`src/rtl/uart_alu_pkg.sv`:
```
`default_nettype none
// ============================================================================
// Module      : uart_alu_pkg
// Description : Shared opcodes, FSM state encoding and defaults for the
//               UART-fed ALU command sequencer.
// Revision    : 1.0 - initial release
// ============================================================================
package uart_alu_pkg;

    // Opcode bytes accepted by the sequencer (full 8-bit match)
    localparam logic [7:0] c_OP_ADD = 8'h20;
    localparam logic [7:0] c_OP_SUB = 8'h22;
    localparam logic [7:0] c_OP_AND = 8'h24;
    localparam logic [7:0] c_OP_OR  = 8'h25;
    localparam logic [7:0] c_OP_XOR = 8'h26;
    localparam logic [7:0] c_OP_NOR = 8'h27;
    localparam logic [7:0] c_OP_SRA = 8'h03;
    localparam logic [7:0] c_OP_SRL = 8'h02;

    // Byte returned to the host when the opcode is not recognised
    localparam logic [7:0] c_ERR_BYTE_DEFAULT = 8'hFF;

    typedef enum logic [2:0] {
        S_WAIT_A  = 3'd0,
        S_WAIT_B  = 3'd1,
        S_WAIT_OP = 3'd2,
        S_EXEC    = 3'd3,
        S_SEND    = 3'd4
    } state_t;

    // Operand is zero-extended so bytes wider than 8 bits only match when
    // their upper bits are clear.
    function automatic logic is_valid_opcode(input logic [31:0] op);
        case (op)
            32'(c_OP_ADD), 32'(c_OP_SUB), 32'(c_OP_AND), 32'(c_OP_OR),
            32'(c_OP_XOR), 32'(c_OP_NOR), 32'(c_OP_SRA), 32'(c_OP_SRL):
                return 1'b1;
            default:
                return 1'b0;
        endcase
    endfunction

endpackage
`default_nettype wire

```
`src/rtl/uart_alu_watchdog.sv`:
```
`default_nettype none
// ============================================================================
// Module      : uart_alu_watchdog
// Description : Inter-byte idle counter. Counts while i_run is high, clears
//               on i_clear or when not running, and flags expiry once
//               TIMEOUT_CLKS idle clocks have accumulated.
// Revision    : 1.0 - initial release
// ============================================================================
module uart_alu_watchdog #(
    parameter int TIMEOUT_CLKS = 2_604_000
) (
    input  logic i_clk,
    input  logic i_reset,
    input  logic i_run,
    input  logic i_clear,
    output logic o_expired
);

    localparam int                 c_CNT_W = $clog2(TIMEOUT_CLKS + 1);
    localparam logic [c_CNT_W-1:0] c_LIMIT = c_CNT_W'(TIMEOUT_CLKS);

    logic [c_CNT_W-1:0] r_count;

    // Idle counter: saturates at the limit until the sequencer leaves
    always_ff @(posedge i_clk or negedge i_reset) begin
        if (!i_reset) begin
            r_count <= '0;
        end else if (i_clear || !i_run) begin
            r_count <= '0;
        end else if (r_count != c_LIMIT) begin
            r_count <= r_count + 1'b1;
        end
    end

    assign o_expired = i_run && (r_count == c_LIMIT);

endmodule
`default_nettype wire

```
`src/rtl/uart_alu_sequencer.sv`:
```
`default_nettype none
// ============================================================================
// Module      : uart_alu_sequencer
// Description : Pops operand A, operand B and an opcode byte from a UART RX
//               FIFO, drives them to an external ALU, and pushes the result
//               (or ERR_BYTE for an unknown opcode) into the UART TX FIFO.
//               Build option SEQ_TIMEOUT_EN adds an inter-byte watchdog that
//               abandons a partial command after TIMEOUT_CLKS idle clocks.
// Revision    : 1.0 - initial release
// ============================================================================
module uart_alu_sequencer
    import uart_alu_pkg::*;
#(
    parameter int                DATA_W       = 8,
    parameter logic [DATA_W-1:0] ERR_BYTE     = DATA_W'(c_ERR_BYTE_DEFAULT),
    parameter int                TIMEOUT_CLKS = 2_604_000
) (
    input  logic              i_clk,
    input  logic              i_reset,
    input  logic              i_rx_empty,
    input  logic [DATA_W-1:0] i_r_data,
    output logic              o_rd_uart,
    input  logic              i_tx_full,
    output logic              o_wr_uart,
    output logic [DATA_W-1:0] o_w_data,
    output logic [DATA_W-1:0] o_alu_a,
    output logic [DATA_W-1:0] o_alu_b,
    output logic [5:0]        o_alu_op,
    input  logic [DATA_W-1:0] i_alu_result,
    output logic              o_busy,
    output logic              o_err
);

    if (DATA_W < 8) begin : g_bad_data_w
        $error("uart_alu_sequencer: DATA_W must be at least 8");
    end
    if (TIMEOUT_CLKS < 1) begin : g_bad_timeout
        $error("uart_alu_sequencer: TIMEOUT_CLKS must be at least 1");
    end

    state_t            r_state;
    state_t            w_state_next;
    logic [DATA_W-1:0] r_a;
    logic [DATA_W-1:0] r_b;
    logic [DATA_W-1:0] r_op;
    logic [DATA_W-1:0] r_result;
    logic              r_pop_gap;
    logic              w_rx_ok;
    logic              w_pop;
    logic              w_push;
    logic              w_err;
    logic              w_op_valid;
    logic              w_timeout;

    // A pop is blocked in the cycle after a pop so the FIFO head can update
    assign w_rx_ok    = !i_rx_empty && !r_pop_gap;
    assign w_op_valid = is_valid_opcode(32'(r_op));

`ifdef SEQ_TIMEOUT_EN
    logic w_idle_run;
    logic w_expired;

    assign w_idle_run = (r_state == S_WAIT_B) || (r_state == S_WAIT_OP);

    uart_alu_watchdog #(
        .TIMEOUT_CLKS (TIMEOUT_CLKS)
    ) u_watchdog (
        .i_clk     (i_clk),
        .i_reset   (i_reset),
        .i_run     (w_idle_run),
        .i_clear   (w_pop),
        .o_expired (w_expired)
    );

    assign w_timeout = w_expired;
`else
    assign w_timeout = 1'b0;
`endif

    // State register; the pop gap flag resets high so no pop occurs in reset
    always_ff @(posedge i_clk or negedge i_reset) begin
        if (!i_reset) begin
            r_state   <= S_WAIT_A;
            r_pop_gap <= 1'b1;
        end else begin
            r_state   <= w_state_next;
            r_pop_gap <= w_pop;
        end
    end

    // Next-state and strobe decode
    always_comb begin
        w_state_next = r_state;
        w_pop        = 1'b0;
        w_push       = 1'b0;
        w_err        = 1'b0;
        case (r_state)
            S_WAIT_A: begin
                if (w_rx_ok) begin
                    w_pop        = 1'b1;
                    w_state_next = S_WAIT_B;
                end
            end
            S_WAIT_B: begin
                if (w_rx_ok) begin
                    w_pop        = 1'b1;
                    w_state_next = S_WAIT_OP;
                end else if (w_timeout) begin
                    w_err        = 1'b1;
                    w_state_next = S_WAIT_A;
                end
            end
            S_WAIT_OP: begin
                if (w_rx_ok) begin
                    w_pop        = 1'b1;
                    w_state_next = S_EXEC;
                end else if (w_timeout) begin
                    w_err        = 1'b1;
                    w_state_next = S_WAIT_A;
                end
            end
            S_EXEC: begin
                w_err        = !w_op_valid;
                w_state_next = S_SEND;
            end
            S_SEND: begin
                if (!i_tx_full) begin
                    w_push       = 1'b1;
                    w_state_next = S_WAIT_A;
                end
            end
            default: begin
                w_state_next = S_WAIT_A;
            end
        endcase
    end

    // Operand capture on each pop and result capture in the execute cycle
    always_ff @(posedge i_clk or negedge i_reset) begin
        if (!i_reset) begin
            r_a      <= '0;
            r_b      <= '0;
            r_op     <= '0;
            r_result <= '0;
        end else begin
            if (w_pop && (r_state == S_WAIT_A)) begin
                r_a <= i_r_data;
            end
            if (w_pop && (r_state == S_WAIT_B)) begin
                r_b <= i_r_data;
            end
            if (w_pop && (r_state == S_WAIT_OP)) begin
                r_op <= i_r_data;
            end
            if (r_state == S_EXEC) begin
                r_result <= w_op_valid ? i_alu_result : ERR_BYTE;
            end
        end
    end

    assign o_rd_uart = w_pop;
    assign o_wr_uart = w_push;
    assign o_w_data  = r_result;
    assign o_alu_a   = r_a;
    assign o_alu_b   = r_b;
    assign o_alu_op  = r_op[5:0];
    assign o_busy    = (r_state != S_WAIT_A);
    assign o_err     = w_err;

endmodule
`default_nettype wire

```
`config.mk`:
```
export PLATFORM = sky130hd
export DESIGN_NAME = uart_alu_sequencer
export DESIGN_NICKNAME = d
export VERILOG_FILES = /design/src/rtl/uart_alu_pkg.sv /design/src/rtl/uart_alu_watchdog.sv /design/src/rtl/uart_alu_sequencer.sv
export SDC_FILE = /design/constraint.sdc
export NUM_CORES = 1
export LEC_CHECK = 0
export BUFFER_PORTS_ARGS = -buffer_cell sky130_fd_sc_hd__buf_4
export CORE_AREA = 2 2 57 59
export CTS_BUF_LIST = sky130_fd_sc_hd__clkbuf_16
export DETAILED_ROUTE_END_ITERATION = 10
export DIE_AREA = 0 0 59 61
export PLACE_DENSITY = 0.81
export SETUP_SLACK_MARGIN = 0.15
export SLEW_MARGIN = 15
export SYNTH_ARGS = -nofsm -noshare
export SYNTH_HDL_FRONTEND = slang
export SYNTH_SLANG_ARGS = --single-unit
```
`constraint.sdc`:
```
create_clock -name i_clk -period 2.3 [get_ports i_clk]
set_input_delay 0 -clock i_clk [delete_from_list [all_inputs] [get_ports i_clk]]
set_output_delay 0 -clock i_clk [all_outputs]
set_load 0.1 [all_outputs]
```
* Yosys cells after proc, flatten, opt, wreduce, memory -nomap -nowiden
Cells that the tools add are included.
** Storage, ports and cells
- Register bits :: 36
- Logic and storage cells :: 46
** Cells by class
- Eq/ne operators :: 16
- Multiplexer cells :: 12
- Reductions and logical operators :: 12
** Operators by type and width (number)
- $eq A8 B6 Y1 const B :: 6
- $eq A8 B2 Y1 const B :: 2
- $pmux W3 S5 :: 1
- $mux W3 :: 4
- $mux W8 :: 1
- $ne A2 B2 Y1 const B :: 4
- $reduce_or A8 Y1 :: 1
- $eq A3 B2 Y1 const B :: 2
- $mux W1 :: 6
- $logic_and A1 B1 Y1 :: 4
- $reduce_and A4 Y1 :: 1
- $eq A3 B1 Y1 const B :: 1
- $eq A3 B3 Y1 const B :: 1
- $logic_not A1 Y1 :: 3
- $logic_not A3 Y1 :: 1
- $reduce_bool A3 Y1 :: 1
- $reduce_or A3 Y1 :: 1

* Logic depth before layout (Yosys ltp)
- Depth after elaboration :: 5
- Gate-level depth with buffers :: 4
- Mapped depth without buffers :: 3

* Worst setup path before layout
No wires, ideal clock.
- Path type :: flip-flop to flip-flop
- Start point :: register r_state[2]
- End point :: register r_pop_gap
- Stages on the path, launching flop included :: 3
- Buffers on the path :: 0
- Setup slack :: -1.050 ns
- Data arrival time :: 2.984 ns
- Setup time :: 0.365 ns
- Period minus slack after synthesis :: 3.350 ns
- Required time :: 1.935 ns
- Cell sequence :: dfrtp_1 > nor3_4 > a21boi_0
** Between the ends
- Cells in the longest elaborated chain, start to end :: 3
- Elaborated cells on any way between the ends :: 5
** RTL lines
- from (decl) :: RTL line uart_alu_sequencer.sv:41 : state_t r_state;
- from (signal assigned) :: RTL line uart_alu_sequencer.sv:86 : r_state <= w_state_next;
- $eq A3 B1 Y1, or another cell as far along :: RTL line uart_alu_sequencer.sv:97 : case (r_state)
- $reduce_or A3 Y1 (no line) (*)
- $mux W1 (*)
- net o_rd_uart :: RTL line uart_alu_sequencer.sv:22 : output logic o_rd_uart,
- to (signal assigned) :: RTL line uart_alu_sequencer.sv:87 : r_pop_gap <= w_pop;
- to (decl) :: RTL line uart_alu_sequencer.sv:47 : logic r_pop_gap;
Mark *: on every way through the listed nets, which the timed path passes. The rest lies on a longest branch.
A chain may end at the register's enable or synchronous reset.

* Final worst setup path
- Start point :: register r_state[2]
- End point :: output o_err
** Between the ends
- Cells in the longest elaborated chain, start to end :: 2
** RTL lines
- $eq A3 B2 Y1 :: RTL line uart_alu_sequencer.sv:97
- $mux W1
- to (decl) :: RTL line uart_alu_sequencer.sv:31 : output logic o_err
Every way passes these cells.

==> impl_metrics.json <==
{
  "status": "complete, no violations",
  "cts_buffer_depth": 2,
  "die_height_um": 61,
  "synth_cells": 117,
  "first_iter_violations": 53,
  "rows": 20,
  "whs_ns": 0.0252,
  "maxSlewHeadroom_pct": 62.0,
  "worstSkewPairLatency_ns": 0.28,
  "worstHoldPathType": "primary input to flip-flop",
  "final_hold_viol_count": 0,
  "synth_top_area_share_pct": 58.0,
  "die-area_mm2": 0.00360,
  "antenna_cells": 0,
  "clkTransAtPathRegs_ns": 0.05,
  "core_area_mm2": 0.00295,
  "final_nets": 205,
  "io_pins": 54,
  "crit_type": "flip-flop to output port",
  "yosys.area.top_type": "dfrtp_1",
  "crit_arrival_ns": 1.89,
  "routed_wl_mm": 3.26,
  "gr-usage-all-layers_pct": 20.8,
  "cts_tree": "built",
  "slowest_stage": "and3b_1",
  "final_antenna_net_count": 0,
  "tightest_slew_ns": 0.570,
  "synth_edf_count": 0,
  "worstHoldStart": "i_alu_result[6]",
  "crit_path_max_incr_delay_ns": 0.62,
  "path_max_fanout": 18,
  "drive_gt1_share_pct": 50.0,
  "startpoint_type": "flip-flop",
  "cts_buffers": 5,
  "synth_seq_cells": 36,
  "synth_cell_types": 23,
  "fmax_ghz": 0.530,
  "final.min_clock_period_ns": 1.89,
  "wl_per_cell_um": 14.9,
  "grt_pass1_wl_mm": 5.32,
  "vias_per_cell": 5.00,
  "syn_area_per_cell_um2": 12.9,
  "fin_cells": 219,
  "place.gp.congestion": 0.768,
  "tns_ns": 0,
  "cp-startpoint": "r_state[2]$_DFFE_PN0P_",
  "cts_root_buf": "clkbuf_16",
  "clkSinkCount": 36,
  "drtPass1Iterations": 4,
  "synth_top_flop_cell": "dfrtp_1",
  "crit_required_ns": 2.30,
  "post-route-period-util_pct": 82.0,
  "placedCellCount": 194,
  "fillers": 218,
  "grt.overflow.total": 0,
  "end_kind": "output port",
  "syn-num-nets": 137,
  "grt_pass1_vias": 1151,
  "cts_resized": 0,
  "critical-path-top-delay-family": "simple AND/OR/NAND/NOR gates",
  "synth_commonest_cells": "dfrtp_1, mux2_2, nor2_1",
  "r2r-start": "r_state[2]$_DFFE_PN0P_",
  "initial_core_util_pct": 51.1,
  "ys_seq_area_share_pct": 59.8,
  "ys_warn_count": 0,
  "synth_area_mm2": 0.00151,
  "antenna_found_initial": 0,
  "crit_buf_inv": 1,
  "dp_hpwl_mm": 2.20,
  "grt_max_degree": 37,
  "die_w_um": 59,
  "final_util_pct": 74.2,
  "syn2layout_area_growth_pct": 45.2,
  "htreeDepth": 2,
  "post_cts_buffers": 0,
  "synth.most_common_cell": "dfrtp_1",
  "clock_skew_ns": 0.00384,
  "num_vias": 1096,
  "drcViolationCount": 0,
  "setup_violations": 0,
  "drv_cap": 0,
  "rsz0062_at_grt": "false",
  "crit_chain": "and3b_1 -> nor2b_2 -> buf_4",
  "synth-async-reset-ratio_pct": 100,
  "ys_top_cells_by_area": "dfrtp_1, mux2_2, a31oi_1",
  "drv_slew": 0,
  "port_buffers": 53
}
## final timing paths
path                       depth (start not counted)  slack, ns                      end
setup / recovery                                   3       0.41                    o_err
hold / removal                                     3       0.03  o_w_data[6]$_DFFE_PN0N_
setup reg to reg                                   3       0.85   o_alu_a[7]$_DFFE_PN0P_
hold reg to reg                                    1       0.49   o_alu_a[7]$_DFFE_PN0P_
max in group asynchronous                          2       1.75      r_pop_gap$_DFF_PN1_
min in group asynchronous                          2       0.22  o_w_data[7]$_DFFE_PN0N_
## timing repair
item,CTS,global route
endpoints found under the setup margin,0,0
hold buffers,17,0
hold endpoints to repair,67,0
## placed cells by master (no fill, tap or decap)
master,Yosys,layout
nor2_1,12,12
a21oi_1,2,2
mux2_1,1,1
nor3_4,1,1
clkinv_2,0,2
inv_1,8,8
a21boi_2,0,1
o221a_2,1,1
nor2b_1,4,3
clkbuf_16,0,5
a31oi_1,8,8
buf_4,6,53
or3_2,1,1
nor2b_2,0,1
dfrtp_1,35,35
and3b_1,1,1
dfstp_2,1,1
clkinv_1,0,1
nand2_1,2,2
a31o_2,1,1
dlygate4sd3_1,0,17
o21ai_0,1,1
nor4_1,1,1
nand2_2,3,3
or3_1,1,1
mux2_2,23,23
## cell type report
cell class	instances	area [um^2]	share of cell area [%]
clock buffer	5	125	5.71
inverter	8	30.0	1.37
sequential	36	902	41.2
multi-input combinational	64	510	23.3
tap	33	41.3	1.88
clock inverter	3	13.8	0.628
timing repair buffer	70	568	25.9
## metal layers
metal | wire [um] | GRT usage [%] | share of wire [%] | vias to the layer above
li1 | - | - | - | 528
met1 | 1270 | 21.5 | 39 | 524
met2 | 1740 | 38.6 | 53 | 41
met3 | 211 | 8.53 | 6.5 | 3
met4 | 34 | 5.84 | 1.0 | 0
met5 | 0 | 0 | 0 | -
## registers in the layout, summed over array words and instances (netlist names)
register   cells
o_alu_a        8
o_alu_b        8
o_w_data       8
r_op           8
r_pop_gap      1
r_state        3
## metrics by stage
step	worst slack (ns)	area [um^2]
floorplan	0.371	1520
global route	0.285	2190
finish	0.413	2190
detailed placement	0.730	1880
CTS	0.419	2190
global placement	0.795	1880
## worst reg2reg max path, delay by kind of cell, from the launching register on
kind | cells | cell delay (ns)
DFF | 1 | 0.46
muxes | 1 | 0.35
and+or+nand+nor | 2 | 0.52
## cell families (layout without fill, tap and decap cells)
family	Yosys count	in the layout	share of synthesized area (%)
multiplexers	24	24	17.9
AND/OR/NAND/NOR	26	26	9.37
buffers and inverters	17	86	6.80
AO/OA/AOI/OAI	14	14	6.14
flip-flops	36	36	59.8
Power is not shown: default switching activity piles up to over one toggle a cycle in this logic, so the estimate is an artifact.
